File: src/rtl/collision_event_unit_pkg.sv
// Shared game constants for the collision event path: colour width,
// default background, named palette entries and the flash FSM encoding.
package collision_event_unit_pkg;

  localparam int unsigned COLOUR_W = 6;

  localparam logic [COLOUR_W-1:0] IDLE_COLOUR_DEF = 6'b00_11_00;

  localparam logic [COLOUR_W-1:0] COLOUR_RED     = 6'b11_00_00;
  localparam logic [COLOUR_W-1:0] COLOUR_BLUE    = 6'b00_00_11;
  localparam logic [COLOUR_W-1:0] COLOUR_MAGENTA = 6'b11_00_11;

  // Flash FSM keeps the legacy one-bit encoding.
  typedef logic [0:0] flash_state_t;
  localparam flash_state_t ST_IDLE  = 1'b0;
  localparam flash_state_t ST_FLASH = 1'b1;

endpackage

File: src/rtl/collision_event_unit_cooldown_channel.sv
// One collision channel: rising-edge detect, enable gating and a
// frame-counted cooldown that blocks new edges after each accepted event.
module cooldown_channel #(
  parameter int unsigned COOLDOWN_FRAMES = 30,
  parameter int unsigned CNT_W           = 6
) (
  input  logic clk,
  input  logic reset,
  input  logic frame_end,
  input  logic coll_raw,
  input  logic chan_enable,
  output logic accept,
  output logic cooldown_active
);

  localparam logic [CNT_W-1:0] COOL_LOAD = CNT_W'(COOLDOWN_FRAMES);

  logic             prev;
  logic             rise;
  logic [CNT_W-1:0] cool;

  // prev follows the input even while disabled, so enabling onto a held
  // level never produces an event.
  assign rise            = coll_raw & ~prev;
  assign accept          = rise & chan_enable & (cool == '0);
  assign cooldown_active = (cool != '0);

  always_ff @(posedge clk or posedge reset) begin
    if (reset) begin
      prev <= 1'b0;
      cool <= '0;
    end else begin
      prev <= coll_raw;
      if (accept) begin
        cool <= COOL_LOAD;
      end else if (frame_end && (cool != '0)) begin
        cool <= cool - CNT_W'(1);
      end
    end
  end

endmodule

File: src/rtl/collision_event_unit.sv
// Collision event unit: per-channel one-shot events with cooldown, a
// priority-arbitrated event id and a timed background-colour flash.
module collision_event_unit
  import collision_event_unit_pkg::*;
#(
  parameter int unsigned                  CHANNELS        = 4,
  parameter int unsigned                  COOLDOWN_FRAMES = 30,
  parameter int unsigned                  FLASH_FRAMES    = 8,
  parameter int unsigned                  CNT_W           = 6,
  parameter logic [COLOUR_W-1:0]          IDLE_COLOUR     = IDLE_COLOUR_DEF,
  parameter logic [COLOUR_W*CHANNELS-1:0] PALETTE         = {CHANNELS{COLOUR_RED}}
) (
  input  logic                clk,
  input  logic                reset,
  input  logic                frame_end,
  input  logic [CHANNELS-1:0] coll_raw,
  input  logic [CHANNELS-1:0] chan_enable,
  output logic [CHANNELS-1:0] event_pulse,
  output logic                event_valid,
  output logic [2:0]          event_id,
  output logic [CHANNELS-1:0] cooldown_active,
  output logic                flash_active,
  output logic [COLOUR_W-1:0] bg_colour
);

  if ((CHANNELS < 1) || (CHANNELS > 8)) begin : g_bad_channels
    $error("collision_event_unit: CHANNELS must be in 1..8");
  end
  if ((COOLDOWN_FRAMES >= (1 << CNT_W)) || (FLASH_FRAMES >= (1 << CNT_W))) begin : g_bad_cnt_w
    $error("collision_event_unit: CNT_W too narrow for COOLDOWN_FRAMES/FLASH_FRAMES");
  end

  localparam logic [CNT_W-1:0] FLASH_LOAD = CNT_W'(FLASH_FRAMES);
  localparam logic             FLASH_EN   = (FLASH_FRAMES != 0);

  logic [CHANNELS-1:0] accept;
  logic                any_accept;
  logic                found;
  logic [2:0]          win_idx;
  logic [COLOUR_W-1:0] win_colour;
  logic                take_flash;

  flash_state_t        state;
  logic [CNT_W-1:0]    flash_cnt;
  logic [2:0]          flash_ch;

  for (genvar i = 0; i < CHANNELS; i++) begin : g_chan
    cooldown_channel #(
      .COOLDOWN_FRAMES (COOLDOWN_FRAMES),
      .CNT_W           (CNT_W)
    ) u_chan (
      .clk             (clk),
      .reset           (reset),
      .frame_end       (frame_end),
      .coll_raw        (coll_raw[i]),
      .chan_enable     (chan_enable[i]),
      .accept          (accept[i]),
      .cooldown_active (cooldown_active[i])
    );
  end

  always_comb begin
    found      = 1'b0;
    win_idx    = '0;
    win_colour = IDLE_COLOUR;
    for (int unsigned i = 0; i < CHANNELS; i++) begin
      if (accept[i] && !found) begin
        found      = 1'b1;
        win_idx    = 3'(i);
        win_colour = PALETTE[COLOUR_W*i +: COLOUR_W];
      end
    end
  end

  assign any_accept = |accept;

  // A lower-or-equal index retriggers the flash; a less important channel
  // still pulses but leaves the running flash alone.
  assign take_flash = any_accept && FLASH_EN &&
                      ((state == ST_IDLE) || (win_idx <= flash_ch));

  assign flash_active = (state == ST_FLASH);

  always_ff @(posedge clk or posedge reset) begin
    if (reset) begin
      event_pulse <= '0;
      event_valid <= 1'b0;
      event_id    <= '0;
    end else begin
      event_pulse <= accept;
      event_valid <= any_accept;
      event_id    <= win_idx;
    end
  end

  always_ff @(posedge clk or posedge reset) begin
    if (reset) begin
      state     <= ST_IDLE;
      flash_cnt <= '0;
      flash_ch  <= '0;
      bg_colour <= IDLE_COLOUR;
    end else if (take_flash) begin
      state     <= ST_FLASH;
      flash_cnt <= FLASH_LOAD;
      flash_ch  <= win_idx;
      bg_colour <= win_colour;
    end else if ((state == ST_FLASH) && frame_end) begin
      if (flash_cnt <= CNT_W'(1)) begin
        state     <= ST_IDLE;
        flash_cnt <= '0;
        bg_colour <= IDLE_COLOUR;
      end else begin
        flash_cnt <= flash_cnt - CNT_W'(1);
      end
    end
  end

endmodule

File: config.mk
export PLATFORM = sky130hd
export DESIGN_NAME = collision_event_unit
export DESIGN_NICKNAME = d
export VERILOG_FILES = /design/src/rtl/collision_event_unit_pkg.sv /design/src/rtl/collision_event_unit_cooldown_channel.sv /design/src/rtl/collision_event_unit.sv
export SDC_FILE = /design/constraint.sdc
export NUM_CORES = 1
export LEC_CHECK = 0
export CORE_MARGIN = 2
export CORE_UTILIZATION = 52
export CTS_CLUSTER_DIAMETER = 150
export CTS_CLUSTER_SIZE = 28
export DETAILED_ROUTE_END_ITERATION = 8
export PLACE_DENSITY = 0.76
export SYNTH_ARGS = -nofsm -noshare
export SYNTH_HDL_FRONTEND = slang
export SYNTH_SLANG_ARGS = --single-unit
File: constraint.sdc
create_clock -name clk -period 3 [get_ports clk]
set_clock_uncertainty 0.1 [all_clocks]
set_input_delay 0.3 -clock clk [delete_from_list [all_inputs] [get_ports clk]]
set_output_delay 0.3 -clock clk [all_outputs]
set_load 0.02 [all_outputs]
# == Word-level counts from Yosys, hierarchy flattened ==
# Cells that the tools add are included.
# classes
bitwise,17
shift,0
mux,27
div_mod_pow,0
order_cmp,2
reduce_logical,29
add_sub_neg,5
n_eq_ne,0
n_mul,0
# op_table
cell,n
two-way mux 6 bit,18
subtractor 6 x 1 -> 6 bit (second input constant),5
logical NOT 6 bit,4
nonzero test 6 bit,4
AND 1 bit,12
nonzero test 2 bit,6
logical AND 1 bit,9
two-way mux 1 bit,7
less-or-equal comparator 6 x 1 -> 1 bit (second input constant),1
NOT 1 bit,5
OR reduction 4 bit,1
less-or-equal comparator 3 bit,1
logical NOT 1 bit,3
two-way mux 3 bit,1
two-way mux 2 bit,1
AND reduction 2 bit,1
logical OR 1 bit,1
# word_totals
latch_bits,0
romBits,0
ff_bits,52
n_memories,0
in_bits,11
wordCells,95
ramBits,0
output_inout_bits,19

# == Logic depth before layout (Yosys ltp) ==
# logic_depth
depth_word,19
ltp_mapped,13
mapped_depth_nobuf,12

# == Hierarchy ==
# From an unflattened synthesis, not the netlist that was laid out.
# hier_totals
cells_unflattened,260
hier_area_um2,2518.7
# modules_own_cells
mod,n_inst,area_each_um2,seq_area_each_um2,cells_each
cooldown_channel,4,419.2,175.2,45
collision_event_unit,1,842.1,451.7,80

# == Worst setup path after synthesis ==
# OpenSTA, ideal clock, no wires.
# synth_path
path_type,register to register
from,register g_chan[2].u_chan.cool[0]
to,register flash_cnt[3]
t_arrival_ps,2328
stages_incl_launch_ff,14
period_less_slack_ps,2552
setup_slack_ps,448
path_buffers,1
required_time_ps,2776
setup_time_ps,124
cell_sequence,dfrtp_1 inv_1 ha_1 nor2b_1 nand4_4 inv_2 nor2_1 o21ai_0 ha_1 nand2_1 o211ai_1 o41a_1 buf_6 a211o_1
# synth_between
elab_chain_cells,11
elab_cells_between_ends,14
cone_classes,order compare (1); mux (4); bitwise (1); reduce/logical (8)
# synth_lines
element,line_no,source
start: declaration,collision_event_unit_cooldown_channel.sv:20,logic [CNT_W-1:0] cool;
start signal: assignment,collision_event_unit_cooldown_channel.sv:37,cool <= cool - CNT_W'(1);
logical NOT 6 bit (*),collision_event_unit_cooldown_channel.sv:25,assign accept = rise & chan_enable & (cool == '0);
AND 1 bit (*),collision_event_unit_cooldown_channel.sv:25,
named net g_chan[2].u_chan.accept,collision_event_unit_cooldown_channel.sv:12,"output logic accept,"
logical AND 1 bit,collision_event_unit.sv:67,if (accept[i] && !found) begin
two-way mux 1 bit,collision_event_unit.sv:67,
logical NOT 1 bit,collision_event_unit.sv:67,
logical AND 1 bit,collision_event_unit.sv:67,
two-way mux 3 bit,collision_event_unit.sv:67,
less-or-equal comparator 3 bit,collision_event_unit.sv:80,((state == ST_IDLE) || (win_idx <= flash_ch));
logical OR 1 bit,collision_event_unit.sv:80,
logical AND 1 bit (*),collision_event_unit.sv:79,assign take_flash = any_accept && FLASH_EN &&
two-way mux 6 bit / nonzero test 2 bit (equally long branches),-,
end signal: assignment,collision_event_unit.sv:113,flash_cnt <= flash_cnt - CNT_W'(1);
end: declaration,collision_event_unit.sv:44,logic [CNT_W-1:0] flash_cnt;
# The timed path passes the listed nets; every way through them passes the cells marked *.
# A chain may end at the register's enable or synchronous reset.

# == Final worst setup path ==
# layout_path
from,register g_chan[3].u_chan.cool[0]
to,register flash_cnt[5]
# layout_between
elab_chain_cells,8
elab_cells_between_ends,10
cone_classes,order compare (1); mux (2); bitwise (1); reduce/logical (6)
# layout_lines
element,line_no,source
start: declaration,collision_event_unit_cooldown_channel.sv:20,
start signal: assignment,collision_event_unit_cooldown_channel.sv:37,
logical NOT 6 bit (*),collision_event_unit_cooldown_channel.sv:25,
AND 1 bit (*),collision_event_unit_cooldown_channel.sv:25,
logical AND 1 bit (*),collision_event_unit.sv:67,
two-way mux 3 bit (*),collision_event_unit.sv:67,
named net win_idx[1],collision_event_unit.sv:39,logic [2:0] win_idx;
less-or-equal comparator 3 bit (*),collision_event_unit.sv:80,
logical OR 1 bit (*),collision_event_unit.sv:80,
logical AND 1 bit (*),collision_event_unit.sv:79,
two-way mux 6 bit / nonzero test 2 bit (equally long branches),-,
# Marks and branches as above.

==> flow_summary_export.csv <==
group,metric,value,unit
sta,fin_crit,2.694,ns
sta,setup-violations-final,0,
critical_path,worstSetupPathType,"flip-flop to flip-flop",
clocking,post-cts-setup-buffers,0,
yosys,syn_area_per_cell,10.20,µm²
run,maxCapViolations,0,
critical_path,cp-start-kind,"flip-flop",
yosys,synth-simple-area-share,0.1909,
critical_path,endpoint_kind,"flip-flop",
yosys,ys_warn_count,0,
grt,antenna_found_initial,0,
sta,rsz0062_at_grt,"no",
yosys,synthAdderAreaFrac,0.06346,
grt,grt_pass1_wl,7.465,mm
critical_path,reg2reg_from,"g_chan[3].u_chan.cool[0]",
grt,grt_pass1_vias,1660,
placed_design,place_congestion,0.8571,
floorplan,die_h,71.46,µm
grt,overflow,0,
power_and_ir_drop,leakagePower,1.223,nW
detailed_routing,wirelength,4.291,mm
sta,setup_tns,0,ns
layout,layout_common_cells,"dfrtp_1 (45), clkdlybuf4s50_1 (26), o21ai_0 (17)",
clocking,cts_buffers,5,
clocking,worstSkewPairLatency,0.30,ns
outcome,status,"finished clean",
clocking,cts.sinks,46,
placed_design,io_buffer_count,26,
clocking,cts_tree,"done",
yosys,synth_xor_area_frac,0.007403,
yosys,synthMuxAreaShare,0.01745,
power_and_ir_drop,intPower,1.413,mW
floorplan,start_util,0.5434,
hold_path,hold_path_class,"primary input to asynchronous set/reset pin",
layout,num_antenna_cells,0,
yosys,yosysSeqAreaShare,0.4870,
power_and_ir_drop,swShare,0.3870,
sta,slew_headroom,0.4408,
detailed_routing,first_pass_iters,4,
detailed_routing,via_per_inst,5.603,
power_and_ir_drop,vdd_ir_drop_max,0.0004323,V
grt,track_usage,0.1857,
sta,hold_ws,0.2663,ns
critical_path,slowest_stage,"dfrtp_1",
yosys,synth_top_family_by_area,"simple AND/OR/NAND/NOR gates",
layout,layout_commonest_cell,"dfrtp_1",
sta,fmax,371.2,MHz
yosys,netlist_area,0.002366,mm²
yosys,synthCells,232,
sta,hold_viol,0,
floorplan,core,0.004354,mm²
critical_path,crit_fanout,9,
detailed_routing,wl_per_cell,13.75,µm
power_and_ir_drop,p_per_area,841.5,mW/mm²
critical_path,worstPathRequired,3.08,ns
layout,area_delta_synth_final,15.81,%
power_and_ir_drop,p_clk_frac,0.159,
clocking,cts_buffer_depth,2,
sta,period_share,0.8981,
critical_path,r2r_slack,0.31,ns
clocking,clk_pin_slew_worst_paths,0.09,ns
power_and_ir_drop,p_comb_frac,0.371,
detailed_routing,antenna_left,0,
detailed_routing,drc,0,
sta,worst_pin_slew,0.8336,ns
critical_path,reg2reg_depth,10,
yosys,synth_cell_types,44,
critical_path,r2r_end,"flash_cnt[5]",
floorplan,ioPinCount,30,
detailed_routing,drtIter0Drc,134,
placed_design,dp_hpwl,3.096,mm
clocking,clock-root-buffer,"clkbuf_8",
critical_path,cp.arrival,2.77,ns
clocking,cts_max_level,2,
floorplan,die_w,71.46,µm
layout,layout-drive-gt1-share,0.1000,
yosys,synth_compound_area_frac,0.1623,
detailed_routing,vias,1748,
power_and_ir_drop,power_switching,0.8924,mW
floorplan,rows,24,
layout,final_cells,312,
sta,slew_violations,0,
placed_design,dp_cells,304,
yosys,ys_ff_latch,46,
layout,layout.nets,282,
critical_path,worstPathCellList,"inv_1 -> ha_1 -> nor2b_1 -> nand4_4 -> a21oi_1 -> ha_1 -> nor2b_1 -> o211ai_1 -> o41a_1 -> nor2_1",
floorplan,dieArea,0.005106,mm²
layout,fillCellCount,349,
power_and_ir_drop,power_frac_seq,0.470,
grt,grt_max_degree,25,
critical_path,slowest_delay,0.42,ns
layer usage:
| metal | wire, µm | vias to the layer above | share of wire | GRT usage |
|---|---|---|---|---|
| li1 | - | 874 | - | - |
| met1 | 2078 | 832 | 0.48 | 0.2491 |
| met2 | 1984 | 34 | 0.46 | 0.2984 |
| met3 | 156 | 8 | 0.036 | 0.03516 |
| met4 | 72 | 0 | 0.017 | 0.07547 |
| met5 | 0 | - | 0 | 0 |
through the flow:
| stage | setup WS [ns] | power [mW] | area [µm²] | util |
|---|---|---|---|---|
| 6_report | 0.3058 | 2.306 | 2740 | 0.6293 |
| 5_1_grt | 0.03517 | 2.500 | 2740 | 0.6293 |
| 4_1_cts | 0.2194 | 2.326 | 2738 | 0.6287 |
| 3_5_place_dp | 0.2104 | 1.951 | 2655 | 0.6098 |
| 3_3_place_gp | 0.2919 | 1.907 | 2655 | 0.6098 |
| 2_1_floorplan | 0.4483 | 1.705 | 2374 | - |
timing repair:
| action | 4_1_cts | 5_1_grt |
|---|---|---|
| resized for setup | 0 | 1 |
| hold buffers | 0 | 0 |
| setup endpoints to repair | 0 | 6 |
state kept, by name (all words and copies together) (netlist names):
register            flops
flash_active            1
flash_cnt               6
event_valid             1
g_chan.u_chan.prev      4
flash_ch                2
g_chan.u_chan.cool     24
bg_colour               2
event_pulse             4
event_id                2
worst max-delay path: cells and delay by family (launching register included):
family	cells	cell delay [ns]
AOI/OAI and AO/OA	3	0.81
and+or+nand+nor	4	0.75
DFF	1	0.42
adders and majority gates	2	0.40
buffers and inverters	1	0.09
kinds of logic after synthesis:
family | after synthesis
AO/OA/AOI/OAI | 59
XOR/XNOR | 2
other | 1
multiplexers | 4
buffers and inverters | 33
AND/OR/NAND/NOR | 75
adder cells (fa/ha/maj) | 12
flip-flops | 46
layout make-up:
class / count / area [µm²] / share of cell area
Sequential cell: 46 / 1152 / 0.4205
Multi-Input combinational cell: 155 / 1059 / 0.3863
Timing Repair Buffer: 30 / 302.8 / 0.1105
Inverter: 21 / 78.83 / 0.02877
Clock buffer: 6 / 72.57 / 0.02648
Tap cell: 52 / 65.06 / 0.02374
Clock inverter: 2 / 10.01 / 0.003653
how the worst max path moves through the flow:
stage | from | end | slack, ns | cells past startpoint
detailed placement | chan_enable[1] | flash_cnt[5] | 0.21 | 10
finish | g_chan[3].u_chan.cool[0] | flash_cnt[5] | 0.31 | 10
global route | g_chan[3].u_chan.cool[0] | flash_cnt[2] | 0.04 | 10
floorplan | g_chan[2].u_chan.cool[0] | flash_cnt[3] | 0.45 | 13
global placement | chan_enable[1] | flash_cnt[4] | 0.29 | 10
CTS | g_chan[2].u_chan.cool[0] | flash_cnt[3] | 0.22 | 12
power groups by stage:
stage | Sequential [mW] | Combinational [mW] | Clock, mW
finish | 1.08 | 0.854 | 0.368
global route | 1.13 | 0.971 | 0.402
CTS | 1.08 | 0.862 | 0.382
detailed placement | 1.09 | 0.860 | 0
global placement | 1.09 | 0.820 | 0
floorplan | 1.07 | 0.637 | 0
cells in the mapped netlist, drive strengths merged:
library cell	n	area (µm²)
a31oi	7	43.79
o31ai	2	15.01
nor2	14	52.55
o211ai	1	7.510
nand4	8	101.3
conb	1	3.750
or3	7	43.79
a311oi	2	17.52
a41oi	1	8.760
a22oi	2	15.01
o41a	1	11.26
nor4b	1	8.760
a21o	2	15.01
dfstp	1	26.28
nand2	11	41.29
a211o	2	17.52
inv	21	78.82
a21bo	2	20.02
nor3	10	60.06
xnor2	2	17.52
a21oi	8	40.04
o21a	3	22.52
nand2b	1	6.260
and3	1	6.260
or4	3	22.52
nor2b	8	50.05
mux2	1	11.26
nor4	1	6.260
ha	12	150.1
dfrtp	45	1126
mux2i	3	30.03
buf	10	78.82
a211oi	6	45.04
o21ai	18	90.08
nand3	9	45.04
nor3b	1	7.510
a21boi	2	15.01
clkbuf	2	7.510
No activity file was read; power rests on OpenSTA's default activity.
